<file path="src/rtl/corr_search_ctrl_if.sv">
// Purpose : point-request / result handshake between the raster-search controller and the correlation datapath.
// Latency : wires only; the timing belongs to the two endpoints.
// Backpressure: none. The master holds oX/oY until a result returns, and the slave answers each oCorrStart with exactly one iCorrValid.
// Signals : oCorrStart (1-cycle request), oX/oY (search point), iCorrValid (1-cycle result strobe), iCurrentCorr (unsigned result).
// Modports: master = search controller, slave = correlation datapath.
interface corr_search_ctrl_if #(
  parameter int COORD_W = 13,
  parameter int CORR_W  = 32
) ();
  logic               oCorrStart;
  logic [COORD_W-1:0] oX;
  logic [COORD_W-1:0] oY;
  logic               iCorrValid;
  logic [CORR_W-1:0]  iCurrentCorr;

  modport master (
    output oCorrStart, oX, oY,
    input  iCorrValid, iCurrentCorr
  );

  modport slave (
    input  oCorrStart, oX, oY,
    output iCorrValid, iCurrentCorr
  );
endinterface

</file>
<file path="src/rtl/corr_search_ctrl.sv">
// Purpose : raster-search controller. It walks (X,Y) over a stepped grid, requests one correlation per point and tracks the maximum.
// Latency : oCorrStart goes high 1 cycle after iStart is accepted. Each point takes 2 cycles plus the datapath wait cycles.
// Backpressure: waits in WAIT until iCorrValid arrives. Dropping iFrameDone aborts to IDLE on the next edge.
// Ports   : iCLK, iRST_N (async, active-low), iFrameDone (level), iStart (pulse), corrBus (master: oCorrStart/oX/oY out,
//           iCorrValid/iCurrentCorr in), oBusy, oXresult/oYresult/oBestCorr (best point), oFinished (whole grid done),
//           oStatusLed (heartbeat while busy, solid in DONE).
// Option  : CORR_SECOND_BEST_EN adds runner-up tracking on oSecondCorr/oXsecond/oYsecond.
module corr_search_ctrl #(
  parameter int COORD_W = 13,
  parameter int CORR_W  = 32,
  parameter int X_LAST  = 799,
  parameter int Y_LAST  = 599,
  parameter int X_STEP  = 1,
  parameter int Y_STEP  = 1,
  parameter int HB_BITS = 25
) (
  input  logic                iCLK,
  input  logic                iRST_N,
  input  logic                iFrameDone,
  input  logic                iStart,
  corr_search_ctrl_if.master  corrBus,
  output logic                oBusy,
  output logic [COORD_W-1:0]  oXresult,
  output logic [COORD_W-1:0]  oYresult,
  output logic [CORR_W-1:0]   oBestCorr,
  output logic                oFinished,
  output logic                oStatusLed
`ifdef CORR_SECOND_BEST_EN
 ,output logic [CORR_W-1:0]   oSecondCorr,
  output logic [COORD_W-1:0]  oXsecond,
  output logic [COORD_W-1:0]  oYsecond
`endif
);

  // The step arithmetic uses one extra bit so that a step past the last
  // coordinate cannot wrap back into the grid.
  localparam int EXT_W = COORD_W + 1;
  localparam logic [EXT_W-1:0] X_LAST_E = EXT_W'(X_LAST);
  localparam logic [EXT_W-1:0] Y_LAST_E = EXT_W'(Y_LAST);
  localparam logic [EXT_W-1:0] X_STEP_E = EXT_W'(X_STEP);
  localparam logic [EXT_W-1:0] Y_STEP_E = EXT_W'(Y_STEP);

  typedef enum logic [2:0] {
    S_IDLE  = 3'd0,
    S_ISSUE = 3'd1,
    S_WAIT  = 3'd2,
    S_STEP  = 3'd3,
    S_DONE  = 3'd4
  } state_t;

  state_t state;
  state_t stateNext;

  logic [COORD_W-1:0] xCur;
  logic [COORD_W-1:0] yCur;
  logic [EXT_W-1:0]   nextX;
  logic [EXT_W-1:0]   nextY;
  logic [COORD_W-1:0] xBest;
  logic [COORD_W-1:0] yBest;
  logic [CORR_W-1:0]  bestCorr;
  logic [HB_BITS-1:0] hbCnt;

  // Control strobes from the FSM to the datapath registers.
  logic sweepStart;
  logic capture;
  logic advX;
  logic advY;
  logic busy;
  logic newBest;

  assign nextX   = {1'b0, xCur} + X_STEP_E;
  assign nextY   = {1'b0, yCur} + Y_STEP_E;
  assign busy    = (state == S_ISSUE) || (state == S_WAIT) || (state == S_STEP);
  // The comparison is strict, so a tie keeps the earlier point in raster order.
  assign newBest = corrBus.iCurrentCorr > bestCorr;

  // ---------------------------------------------------------------------------
  // FSM state register
  // ---------------------------------------------------------------------------
  always_ff @(posedge iCLK or negedge iRST_N) begin
    if (!iRST_N) begin
      state <= S_IDLE;
    end else begin
      state <= stateNext;
    end
  end

  // ---------------------------------------------------------------------------
  // FSM next-state and strobes
  // ---------------------------------------------------------------------------
  always_comb begin
    stateNext  = state;
    sweepStart = 1'b0;
    capture    = 1'b0;
    advX       = 1'b0;
    advY       = 1'b0;
    case (state)
      S_IDLE: begin
        if (iStart && iFrameDone) begin
          sweepStart = 1'b1;
          stateNext  = S_ISSUE;
        end
      end
      S_ISSUE: begin
        // oCorrStart is high for this single cycle only.
        if (!iFrameDone) stateNext = S_IDLE;
        else             stateNext = S_WAIT;
      end
      S_WAIT: begin
        // If the frame is lost, abort takes priority. A result that arrives
        // in that same cycle belongs to an invalid sweep and is dropped.
        if (!iFrameDone) begin
          stateNext = S_IDLE;
        end else if (corrBus.iCorrValid) begin
          capture   = 1'b1;
          stateNext = S_STEP;
        end
      end
      S_STEP: begin
        if (!iFrameDone) begin
          stateNext = S_IDLE;
        end else if (nextX <= X_LAST_E) begin
          advX      = 1'b1;
          stateNext = S_ISSUE;
        end else if (nextY <= Y_LAST_E) begin
          advY      = 1'b1;
          stateNext = S_ISSUE;
        end else begin
          stateNext = S_DONE;
        end
      end
      S_DONE: begin
        if (!iFrameDone) begin
          stateNext = S_IDLE;
        end else if (iStart) begin
          sweepStart = 1'b1;
          stateNext  = S_ISSUE;
        end
      end
      default: stateNext = S_IDLE;
    endcase
  end

  // ---------------------------------------------------------------------------
  // Search point. It holds from ISSUE until STEP moves it on.
  // ---------------------------------------------------------------------------
  always_ff @(posedge iCLK or negedge iRST_N) begin
    if (!iRST_N) begin
      xCur <= '0;
      yCur <= '0;
    end else if (sweepStart) begin
      xCur <= '0;
      yCur <= '0;
    end else if (advX) begin
      xCur <= nextX[COORD_W-1:0];
    end else if (advY) begin
      xCur <= '0;
      yCur <= nextY[COORD_W-1:0];
    end
  end

  // ---------------------------------------------------------------------------
  // Best-so-far tracking. Results are held through abort and IDLE.
  // ---------------------------------------------------------------------------
  always_ff @(posedge iCLK or negedge iRST_N) begin
    if (!iRST_N) begin
      bestCorr <= '0;
      xBest    <= '0;
      yBest    <= '0;
    end else if (sweepStart) begin
      bestCorr <= '0;
      xBest    <= '0;
      yBest    <= '0;
    end else if (capture && newBest) begin
      bestCorr <= corrBus.iCurrentCorr;
      xBest    <= xCur;
      yBest    <= yCur;
    end
  end

`ifdef CORR_SECOND_BEST_EN
  logic [CORR_W-1:0]  secondCorr;
  logic [COORD_W-1:0] xSecond;
  logic [COORD_W-1:0] ySecond;

  // When a new best arrives, the old best becomes the runner-up. Otherwise
  // the runner-up changes only when a value strictly beats it.
  always_ff @(posedge iCLK or negedge iRST_N) begin
    if (!iRST_N) begin
      secondCorr <= '0;
      xSecond    <= '0;
      ySecond    <= '0;
    end else if (sweepStart) begin
      secondCorr <= '0;
      xSecond    <= '0;
      ySecond    <= '0;
    end else if (capture) begin
      if (newBest) begin
        secondCorr <= bestCorr;
        xSecond    <= xBest;
        ySecond    <= yBest;
      end else if (corrBus.iCurrentCorr > secondCorr) begin
        secondCorr <= corrBus.iCurrentCorr;
        xSecond    <= xCur;
        ySecond    <= yCur;
      end
    end
  end

  assign oSecondCorr = secondCorr;
  assign oXsecond    = xSecond;
  assign oYsecond    = ySecond;
`endif

  // ---------------------------------------------------------------------------
  // Heartbeat. The counter runs only while a sweep is in flight.
  // ---------------------------------------------------------------------------
  always_ff @(posedge iCLK or negedge iRST_N) begin
    if (!iRST_N) begin
      hbCnt <= '0;
    end else if (busy) begin
      hbCnt <= hbCnt + 1'b1;
    end
  end

  // ---------------------------------------------------------------------------
  // Outputs. All are decoded from registered state, so they are 0 in reset.
  // ---------------------------------------------------------------------------
  assign corrBus.oCorrStart = (state == S_ISSUE);
  assign corrBus.oX         = xCur;
  assign corrBus.oY         = yCur;
  assign oBusy              = busy;
  assign oFinished          = (state == S_DONE);
  assign oXresult           = xBest;
  assign oYresult           = yBest;
  assign oBestCorr          = bestCorr;
  assign oStatusLed         = (state == S_DONE) || (busy && hbCnt[HB_BITS-1]);

endmodule
</file>
<file path="src/flat_wrapper.sv">
// flat-port wrapper written by rule: the top's interface ports become plain ports
module corr_search_ctrl_flat 
#(
  parameter int COORD_W = 13,
  parameter int CORR_W  = 32,
  parameter int X_LAST  = 799,
  parameter int Y_LAST  = 599,
  parameter int X_STEP  = 1,
  parameter int Y_STEP  = 1,
  parameter int HB_BITS = 25
)
  (iCLK, iRST_N, iFrameDone, iStart, oBusy, oXresult, oYresult, oBestCorr, oFinished, oStatusLed, corrBus_oCorrStart, corrBus_oX, corrBus_oY, corrBus_iCorrValid, corrBus_iCurrentCorr);
  corr_search_ctrl_if #(.COORD_W(COORD_W), .CORR_W(CORR_W)) corrBus_i ();
  input  logic iCLK;
  input  logic iRST_N;
  input  logic iFrameDone;
  input  logic iStart;
  output logic oBusy;
  output logic [COORD_W-1:0] oXresult;
  output logic [COORD_W-1:0] oYresult;
  output logic [CORR_W-1:0] oBestCorr;
  output logic oFinished;
  output logic oStatusLed;
  output wire logic [$bits(corrBus_i.oCorrStart)-1:0] corrBus_oCorrStart;
  output wire logic [$bits(corrBus_i.oX)-1:0] corrBus_oX;
  output wire logic [$bits(corrBus_i.oY)-1:0] corrBus_oY;
  input wire logic [$bits(corrBus_i.iCorrValid)-1:0] corrBus_iCorrValid;
  input wire logic [$bits(corrBus_i.iCurrentCorr)-1:0] corrBus_iCurrentCorr;
  assign corrBus_oCorrStart = corrBus_i.oCorrStart;
  assign corrBus_oX = corrBus_i.oX;
  assign corrBus_oY = corrBus_i.oY;
  assign corrBus_i.iCorrValid = corrBus_iCorrValid;
  assign corrBus_i.iCurrentCorr = corrBus_iCurrentCorr;
  corr_search_ctrl #(.COORD_W(COORD_W), .CORR_W(CORR_W), .X_LAST(X_LAST), .Y_LAST(Y_LAST), .X_STEP(X_STEP), .Y_STEP(Y_STEP), .HB_BITS(HB_BITS)) u_core (.iCLK(iCLK), .iRST_N(iRST_N), .iFrameDone(iFrameDone), .iStart(iStart), .corrBus(corrBus_i), .oBusy(oBusy), .oXresult(oXresult), .oYresult(oYresult), .oBestCorr(oBestCorr), .oFinished(oFinished), .oStatusLed(oStatusLed));
endmodule
</file>
<file path="config.mk">
export PLATFORM = sky130hd
export DESIGN_NAME = corr_search_ctrl_flat
export DESIGN_NICKNAME = d
export VERILOG_FILES = /design/src/rtl/corr_search_ctrl_if.sv /design/src/rtl/corr_search_ctrl.sv /design/src/flat_wrapper.sv
export SDC_FILE = /design/constraint.sdc
export NUM_CORES = 1
export LEC_CHECK = 0
export ABC_AREA = 1
export CAP_MARGIN = 0
export CORE_MARGIN = 2
export CORE_UTILIZATION = 40
export CTS_CLUSTER_DIAMETER = 150
export DETAILED_ROUTE_END_ITERATION = 7
export PLACE_DENSITY = 0.67
export SLEW_MARGIN = 20
export SYNTH_ARGS = -nofsm -noshare
export SYNTH_HDL_FRONTEND = slang
export SYNTH_SLANG_ARGS = --single-unit
</file>
<file path="constraint.sdc">
create_clock -name iCLK -period 2.5 [get_ports iCLK]
set_input_delay 0.25 -clock iCLK [delete_from_list [all_inputs] [get_ports iCLK]]
set_output_delay 0.25 -clock iCLK [all_outputs]
set_load 0.05 [all_outputs]
</file>
Word-level counts from Yosys, hierarchy flattened
Cells that the tools add are included.
Widths: inputs -> output; s select.
- word-level logic and storage cells: 69
- flip-flop bits (word level): 112
- latch bits: 0
- ROM bits: 0
- memories kept: 0
- bits in writable memories: 0
- input port bits: 37
- mux-type cells: 36
- $lt $le $gt $ge: 3
- bitwise operators: 0
- equal/unequal tests: 8
- reduce and logical (&&, ||, !) cells: 12
- shifts and indexed selects: 0
- div/mod/pow operators: 0
- $mul: 0
- $add $sub $neg: 3
- operator list (cell ; count):
    $mux 13 ; 10
    $mux 32 ; 2
    $gt 32x32->1 ; 1
    $add 13x1->14 const B ; 2
    $le 14x10->1 const B ; 2
    $add 25x1->25 const B ; 1
    $mux 3 ; 8
    $pmux 3 s5 ; 1
    $mux 1 ; 13
    $eq 3x2->1 const B ; 2
    $ne 3x3->1 const B ; 2
    $ne 2x1->1 const B ; 2
    $reduce_bool 2->1 ; 2
    $eq 3x1->1 const B ; 1
    $eq 3x3->1 const B ; 1
    $logic_and 1x1->1 ; 3
    $logic_not 3->1 ; 1
    $logic_or 1x1->1 ; 3
    $reduce_and 3->1 ; 1
    $reduce_bool 3->1 ; 1
    $mux 2 ; 1
    $pmux 1 s2 ; 1
    $reduce_and 2->1 ; 1

Logic depth before layout (Yosys ltp)
Gate-level depths: netlist of the first run.
- depth in word-level cells: 9
- mapped depth: 16

Worst setup path before layout of the first run
No wires, ideal clock.
- path type: register to register
- start point: reg u_core.bestCorr[31] (netlist: u_core.oBestCorr[31])
- end point: reg u_core.bestCorr[24] (netlist: u_core.oBestCorr[24])
- stages on the path, launching flop included: 13
- setup slack: 0.231 ns
- period minus slack after synthesis: 2.269 ns
- library setup time: 0.120 ns
- required time: 2.380 ns
- arrival: 2.149 ns
- path through: dfrtp_1 > inv_1 > ha_1 > nand2_1 > nor3_1 > and3_1 > nand2_1 > nand2_1 > nand2_1 > buf_2 > buf_2 > nand3_1 > nand2_1
- word-level cells in the longest chain between the ends: 3
- RTL lines (what ; line ; text):
    from (decl) ; corr_search_ctrl.sv:60 ; logic [CORR_W-1:0] bestCorr;
    from (signal assigned) ; corr_search_ctrl.sv:175 ; bestCorr <= corrBus.iCurrentCorr;
    $gt 32x32->1 ; corr_search_ctrl.sv:75 ; assign newBest = corrBus.iCurrentCorr > bestCorr;
    $logic_and 1x1->1 ; corr_search_ctrl.sv:174 ; end else if (capture && newBest) begin
    $reduce_bool 2->1 (no source line) ; - ;
Every way passes these cells.
A chain may end at the register's enable or synchronous reset.

Final worst setup path of the first run
- start point: reg u_core.state[2]
- end point: out corrBus_oCorrStart
- word-level cells in the longest chain between the ends: 1
- RTL lines (what ; line ; text):
    from (decl) ; corr_search_ctrl.sv:51 ; state_t state;
    from (signal assigned) ; corr_search_ctrl.sv:84 ; state <= stateNext;
    $eq 3x1->1 ; corr_search_ctrl.sv:229 ; assign corrBus.oCorrStart = (state == S_ISSUE);
    to (decl) ; flat_wrapper.sv:24 ; output wire logic [$bits(corrBus_i.oCorrStart)-1:0] corrBus_oCorrStart;
Every way passes these cells.

==> results of run 1 <==
-- worst paths after layout --
check                                     start              endpoint  slack (ns)  cells after the start
max in group asynchronous                iRST_N  u_core.oBestCorr[28]        1.36                      3
min reg2reg                    u_core.hbCnt[21]      u_core.hbCnt[21]        0.47                      1
max                             u_core.state[2]    corrBus_oCorrStart        0.24                      2
min in group iCLK              u_core.hbCnt[21]      u_core.hbCnt[21]        0.47                      1
max reg2reg                u_core.corrBus.oY[0]  u_core.corrBus.oY[2]        0.40                     13
min                                      iRST_N   u_core.oBestCorr[4]        0.42                      2
-- cells by family (layout without fill, tap and decap cells) --
| kind of cell | after synthesis | in the layout |
|---|---|---|
| xor+xnor | 28 | 28 |
| fa+ha+maj | 37 | 37 |
| compound gates | 56 | 56 |
| buf+inv | 119 | 249 |
| flops | 112 | 112 |
| simple gates | 482 | 482 |
-- worst max-delay path, cell delays in order (launching register included) --
cell and delay (ns):
dfrtp_1 0.47, nor3_1 0.28, clkdlybuf4s50_1 0.90
-- Yosys cell counts, drive strengths merged --
cell type	n	area [um^2]
ha	37	463
a22oi	1	7.51
a21oi	23	115
nor3	12	65.1
nand3b	1	7.51
o21a	2	15.0
xnor2	11	96.3
or2	1	6.26
buf	23	131
o21bai	2	15.0
nand2	212	823
nand3	143	743
inv	84	315
dfrtp	112	2800
nand4	25	163
nor2	81	387
a21o	1	7.51
o22ai	8	50.1
nor3b	2	20.0
o21ai	19	95.1
xor2	17	149
nor4	4	31.3
clkbuf	12	45.0
and3	1	6.26
-- metal layers --
metal | GRT usage | vias to the layer above | wire (um)
li1 | - | 2983 | -
met1 | 0.270 | 2826 | 8060
met2 | 0.333 | 120 | 8000
met3 | 0.0365 | 11 | 813
met4 | 0.0525 | 0 | 170
met5 | 0 | - | 0
-- layout make-up --
| class | instances | share of cell area |
|---|---|---|
| multi-input combinational | 603 | 0.386 |
| sequential | 112 | 0.330 |
| timing repair buffer | 149 | 0.174 |
| inverter | 84 | 0.0371 |
| tap | 216 | 0.0318 |
| clock buffer | 10 | 0.0270 |
| clock inverter | 6 | 0.0136 |
-- power by group through the flow --
| stage | clock, uW | sequential [uW] | combinational (uW) |
|---|---|---|---|
| after floorplan | 0 | 2880 | 1080 |
| after global placement | 0 | 2290 | 2540 |
| after detailed placement | 0 | 2290 | 2570 |
| after CTS | 1710 | 2260 | 2580 |
| after global routing | 1780 | 2300 | 2800 |
| final | 1670 | 2260 | 2550 |
-- sequential cells by signal (all words and copies together) (netlist names) --
| register | count |
|---|---|
| u_core.oXresult | 13 |
| u_core.oBestCorr | 32 |
| u_core.hbCnt | 25 |
| u_core.corrBus.oY | 13 |
| u_core.corrBus.oX | 13 |
| u_core.state | 3 |
| u_core.oYresult | 13 |
-- per-stage QoR --
step | worst slack, ns | hold slack (ns) | cell area [um^2]
floorplan | 0.231 | -0.0456 | 6560
global placement | 0.210 | 0.254 | 8130
detailed placement | 0.169 | 0.254 | 8130
CTS | 0.0157 | 0.426 | 8490
global route | 0.134 | 0.464 | 8490
finish | 0.244 | 0.416 | 8490
-- cells in the final DEF (no fill, tap or decap), drive strengths merged, types with 2 or more instances in the layout --
cell / Yosys / routed
a21oi: 23 / 23
buf: 23 / 26
bufinv: 0 / 3
clkbuf: 12 / 10
clkdlybuf4s50: 0 / 121
dfrtp: 112 / 112
ha: 37 / 37
inv: 84 / 85
nand2: 212 / 212
nand3: 143 / 143
nand4: 25 / 25
nor2: 81 / 81
nor3: 12 / 12
nor3b: 2 / 2
nor4: 4 / 4
o21a: 2 / 2
o21ai: 19 / 19
o21bai: 2 / 2
o22ai: 8 / 8
xnor2: 11 / 11
xor2: 17 / 17
-- timing repair --
item,CTS,global route
resized for setup,0,1
endpoints found under the setup margin,0,1
hold buffers,1,0
endpoints found under the hold margin,33,0
setup buffers,0,0
==> flow_metrics.tcl, run 1 <==
set metrics [dict create \
    die-area_um2 17400 \
    clk_pin_slew_ns 0.07 \
    stdcell_count 1180 \
    avgViaCountPerCell 5.03 \
    yosys_warnings 0 \
    synth_compound_area_frac 0.0465 \
    via_count 5940 \
    synthSimpleGateAreaFrac 0.343 \
    peakVddDrop_v 0.000327 \
    cts.sinks 112 \
    setup_tns_ns 0 \
    switching_share 0.400 \
    fin_crit_sh 0.902 \
    die_y_um 132 \
    clockBufferDepth 2 \
    detail-route-antenna-nets 0 \
    hold_violations 0 \
    critPathLaunchType "register" \
    max_slew_margin 0.618 \
    grt_usage 0.201 \
    grt_pass1_vias 5780 \
    syn_avg_cell_area_um2 7.87 \
    coreArea_um2 15900 \
    clock_skew_ns 0.00921 \
    final_util 0.532 \
    routabilityCongestion 0.876 \
    synth_cells 834 \
    cts_buffers 9 \
    clockPowerShare 0.259 \
    ios 125 \
    synth_top_family_by_area "simple AND/OR/NAND/NOR gates" \
    cts_tree "yes" \
    wl_per_cell_um 14.4 \
    maxCapViolCount 0 \
    fmax_mhz 443 \
    rsz0062_at_grt "false" \
    drtIter0Drc 301 \
    setup_viol 0 \
    finalNetCount 1033 \
    grt_pass1_wl_mm 28.8 \
    hp-class "in -> async" \
    syn-cell-area_um2 6560 \
    cp-end-kind "output port" \
    crit_type "reg -> out" \
    ys_ff_latch 112 \
    crit_fanout 6 \
    fillers 1551 \
    tightestPinTransition_ns 0.572 \
    overflow 0 \
    clk_latency_ns 0.35 \
    regArea_um2 2800 \
    port_buffers 124 \
    syn_nets 908 \
    switchingPower_uw 2590 \
    required_ns 2.25 \
    start_util 0.411 \
    p_int_uw 3880 \
    synthMuxAreaShare 0 \
    grt_max_degree 59 \
    seq_area_frac_synth 0.427 \
    dpl.cell_count 1163 \
    drv_slew 0 \
    antenna_cells 0 \
    row_count 46 \
    leakage_uw 0.00398 \
    critPathArrivalTime_ns 2.01 \
    period_minus_slack_ns 2.26 \
    yosysUniqueCellTypes 38 \
    ctsHtreeMaxLevel 3 \
    status "completed" \
    dp_hpwl_mm 12.2 \
    powerDensity_nw_per_um2 763 \
    drt_wl_total_mm 17.0 \
    die_w_um 132 \
    drive_above_1_share 0.0902 \
    seq_power_share 0.348 \
    p_comb_frac 0.393 \
    synth_xor_area_frac 0.0374 \
    drc 0 \
    synth_fa_ha_area_frac 0.0706 \
    antenna_found_initial 0 \
    firstDrtPassIters 5 \
    multi_input_area_um2 3280 \
    cts_root_buf "clkbuf_16" \
    area_growth_pct 29.4 \
    finalPower_uw 6480 \
]
No activity file was read; power rests on OpenSTA's default activity.
==> inputs of run 2 (changes only) <==
==> constraint.sdc (replaced) <==
create_clock -name iCLK -period 2.4 [get_ports iCLK]
set_input_delay 0.24 -clock iCLK [delete_from_list [all_inputs] [get_ports iCLK]]
set_output_delay 0.24 -clock iCLK [all_outputs]
set_load 0.05 [all_outputs]
==> run 2 against run 1 <==
  * Clock power about the same
  * Total power increased by 3.2%
  * Count of clock-buffer cells in the layout increased by 1
  * Clock skew decreased by 0.0031 ns
  * Cell count unchanged
  * Hold slack improved by 0.012 ns
  * Via count about the same
  * Non-clock buffer count unchanged
==> flow_metrics.tcl, run 2 (synthesis results as in run 1) <==
set metrics [dict create \
    die-area_um2 17400 \
    hp-class "in -> async" \
    dp_hpwl_mm 12.4 \
    crit_family "buffers and inverters" \
    switching_share 0.405 \
    setup_tns_ns 0 \
    final_util 0.532 \
    layout_commonest_cell "nand2_1" \
    required_ns 2.16 \
    rr_endpoint "u_core.corrBus.oY[2]" \
    drv_slew 0 \
    cts_tree "yes" \
    clockPowerShare 0.250 \
    crit_chain "nor2_4, clkdlybuf4s50_1" \
    r2r_start "u_core.corrBus.oY[0]" \
    leakage_uw 0.00397 \
    drive_above_1_share 0.0923 \
    grt_usage 0.205 \
    cts.sinks 112 \
    seq_power_share 0.352 \
    port_buffers 124 \
    status "completed" \
    p_int_uw 3980 \
    clk_latency_ns 0.36 \
    area_growth_pct 29.3 \
    die_y_um 132 \
    setup_viol 0 \
    slowest_stage "clkdlybuf4s50_1" \
    p_comb_frac 0.398 \
    grt_max_degree 56 \
    reg2reg_slack_ns 0.29 \
    fin_crit_sh 0.938 \
    coreArea_um2 15900 \
    cts_root_buf "clkbuf_16" \
    clockBufferDepth 2 \
    clock_skew_ns 0.00611 \
    drt_wl_total_mm 17.1 \
    grt_pass1_wl_mm 29.3 \
    wl_per_cell_um 14.5 \
    start_util 0.411 \
    crit_fanout 10 \
    hold_violations 0 \
    tightestPinTransition_ns 0.579 \
    ios 125 \
    crit_buf_inv 1 \
    powerDensity_nw_per_um2 789 \
    clk_pin_slew_ns 0.08 \
    fmax_mhz 444 \
    mostFrequentLayoutCells "nand2_1 (199), nand3_1 (139), clkdlybuf4s50_1 (120)" \
    critPathLaunchType "register" \
    overflow 0 \
    finalPower_uw 6690 \
    max_slew_margin 0.614 \
    ctsResizeCount 0 \
    detail-route-antenna-nets 0 \
    rsz0062_at_grt "false" \
    row_count 46 \
    finalNetCount 1033 \
    avgViaCountPerCell 5.03 \
    r2r.worst_path.cells 13 \
    maxCapViolCount 0 \
    via_count 5936 \
    ctsHtreeMaxLevel 3 \
    critPathArrivalTime_ns 2.01 \
    die_w_um 132 \
    antenna_cells 0 \
    ctsHoldBuffers 1 \
    cpPeakStageDelay_ns 0.86 \
    cp-end-kind "output port" \
    firstDrtPassIters 5 \
    peakVddDrop_v 0.000405 \
    grt_pass1_vias 5903 \
    largest_register_ffs 32 \
    switchingPower_uw 2710 \
    cts_buffers 9 \
    crit_type "reg -> out" \
    routabilityCongestion 0.875 \
    drtIter0Drc 285 \
    drc 0 \
    cts_setup_buffers 0 \
    antenna_found_initial 0 \
    period_minus_slack_ns 2.25 \
]
[run 2: changes by cell type in the layout (fill, tap and decap cells not counted)]
cell             delta
buf_12              +1
buf_4               +1
bufinv_16           -1
clkbuf_8            +1
clkdlybuf4s50_1     -1
clkinv_4            -1
dlymetal6s2s_1      -1
inv_8               +1
[run 2: power by group through the flow]
stage	sequential, uW	clock, uW	combinational (uW)
floorplan	2990	0	1120
global placement	2380	0	2640
detailed placement	2390	0	2680
CTS	2350	1710	2690
global route	2390	1800	2910
finish	2350	1670	2660
[run 2: final cells by class]
class	count	area, um^2
Fill cell	1555	7460
Multi-Input combinational cell	603	3280
Sequential cell	112	2800
Timing Repair Buffer	149	1480
Inverter	84	315
Tap cell	216	270
Clock buffer	11	243
Clock inverter	5	87.6
[run 2: worst max path at each step]
stage,depth (start not counted),from,slack [ns],endpoint
3_3_place_gp,10,corrBus_iCurrentCorr[5],0.16,u_core.oBestCorr[14]
6_report,2,u_core.state[2],0.15,oBusy
4_1_cts,2,u_core.state[2],0.12,oBusy
2_1_floorplan,12,u_core.oBestCorr[31],0.13,u_core.oBestCorr[24]
3_5_place_dp,11,corrBus_iCurrentCorr[31],0.05,u_core.oYresult[8]
5_1_grt,2,u_core.state[2],0.08,oBusy
[run 2: stage by stage]
| stage | cells | setup slack (ns) | hold WS (ns) | instance area (um^2) |
|---|---|---|---|---|
| 2_1_floorplan | 834 | 0.131 | -0.0556 | 6560 |
| 3_3_place_gp | 1163 | 0.158 | 0.277 | 8140 |
| 3_5_place_dp | 1163 | 0.0547 | 0.279 | 8140 |
| 4_1_cts | 1180 | 0.121 | 0.454 | 8480 |
| 5_1_grt | 1180 | 0.0784 | 0.489 | 8480 |
| 6_report | 1180 | 0.149 | 0.428 | 8480 |
[run 2: per-layer routing]
| metal | global-route usage | up-vias | wire [um] |
|---|---|---|---|
| li1 | - | 2983 | - |
| met1 | 0.273 | 2780 | 7910 |
| met2 | 0.336 | 155 | 8040 |
| met3 | 0.0373 | 18 | 875 |
| met4 | 0.0670 | 0 | 274 |
| met5 | 0 | - | 0 |
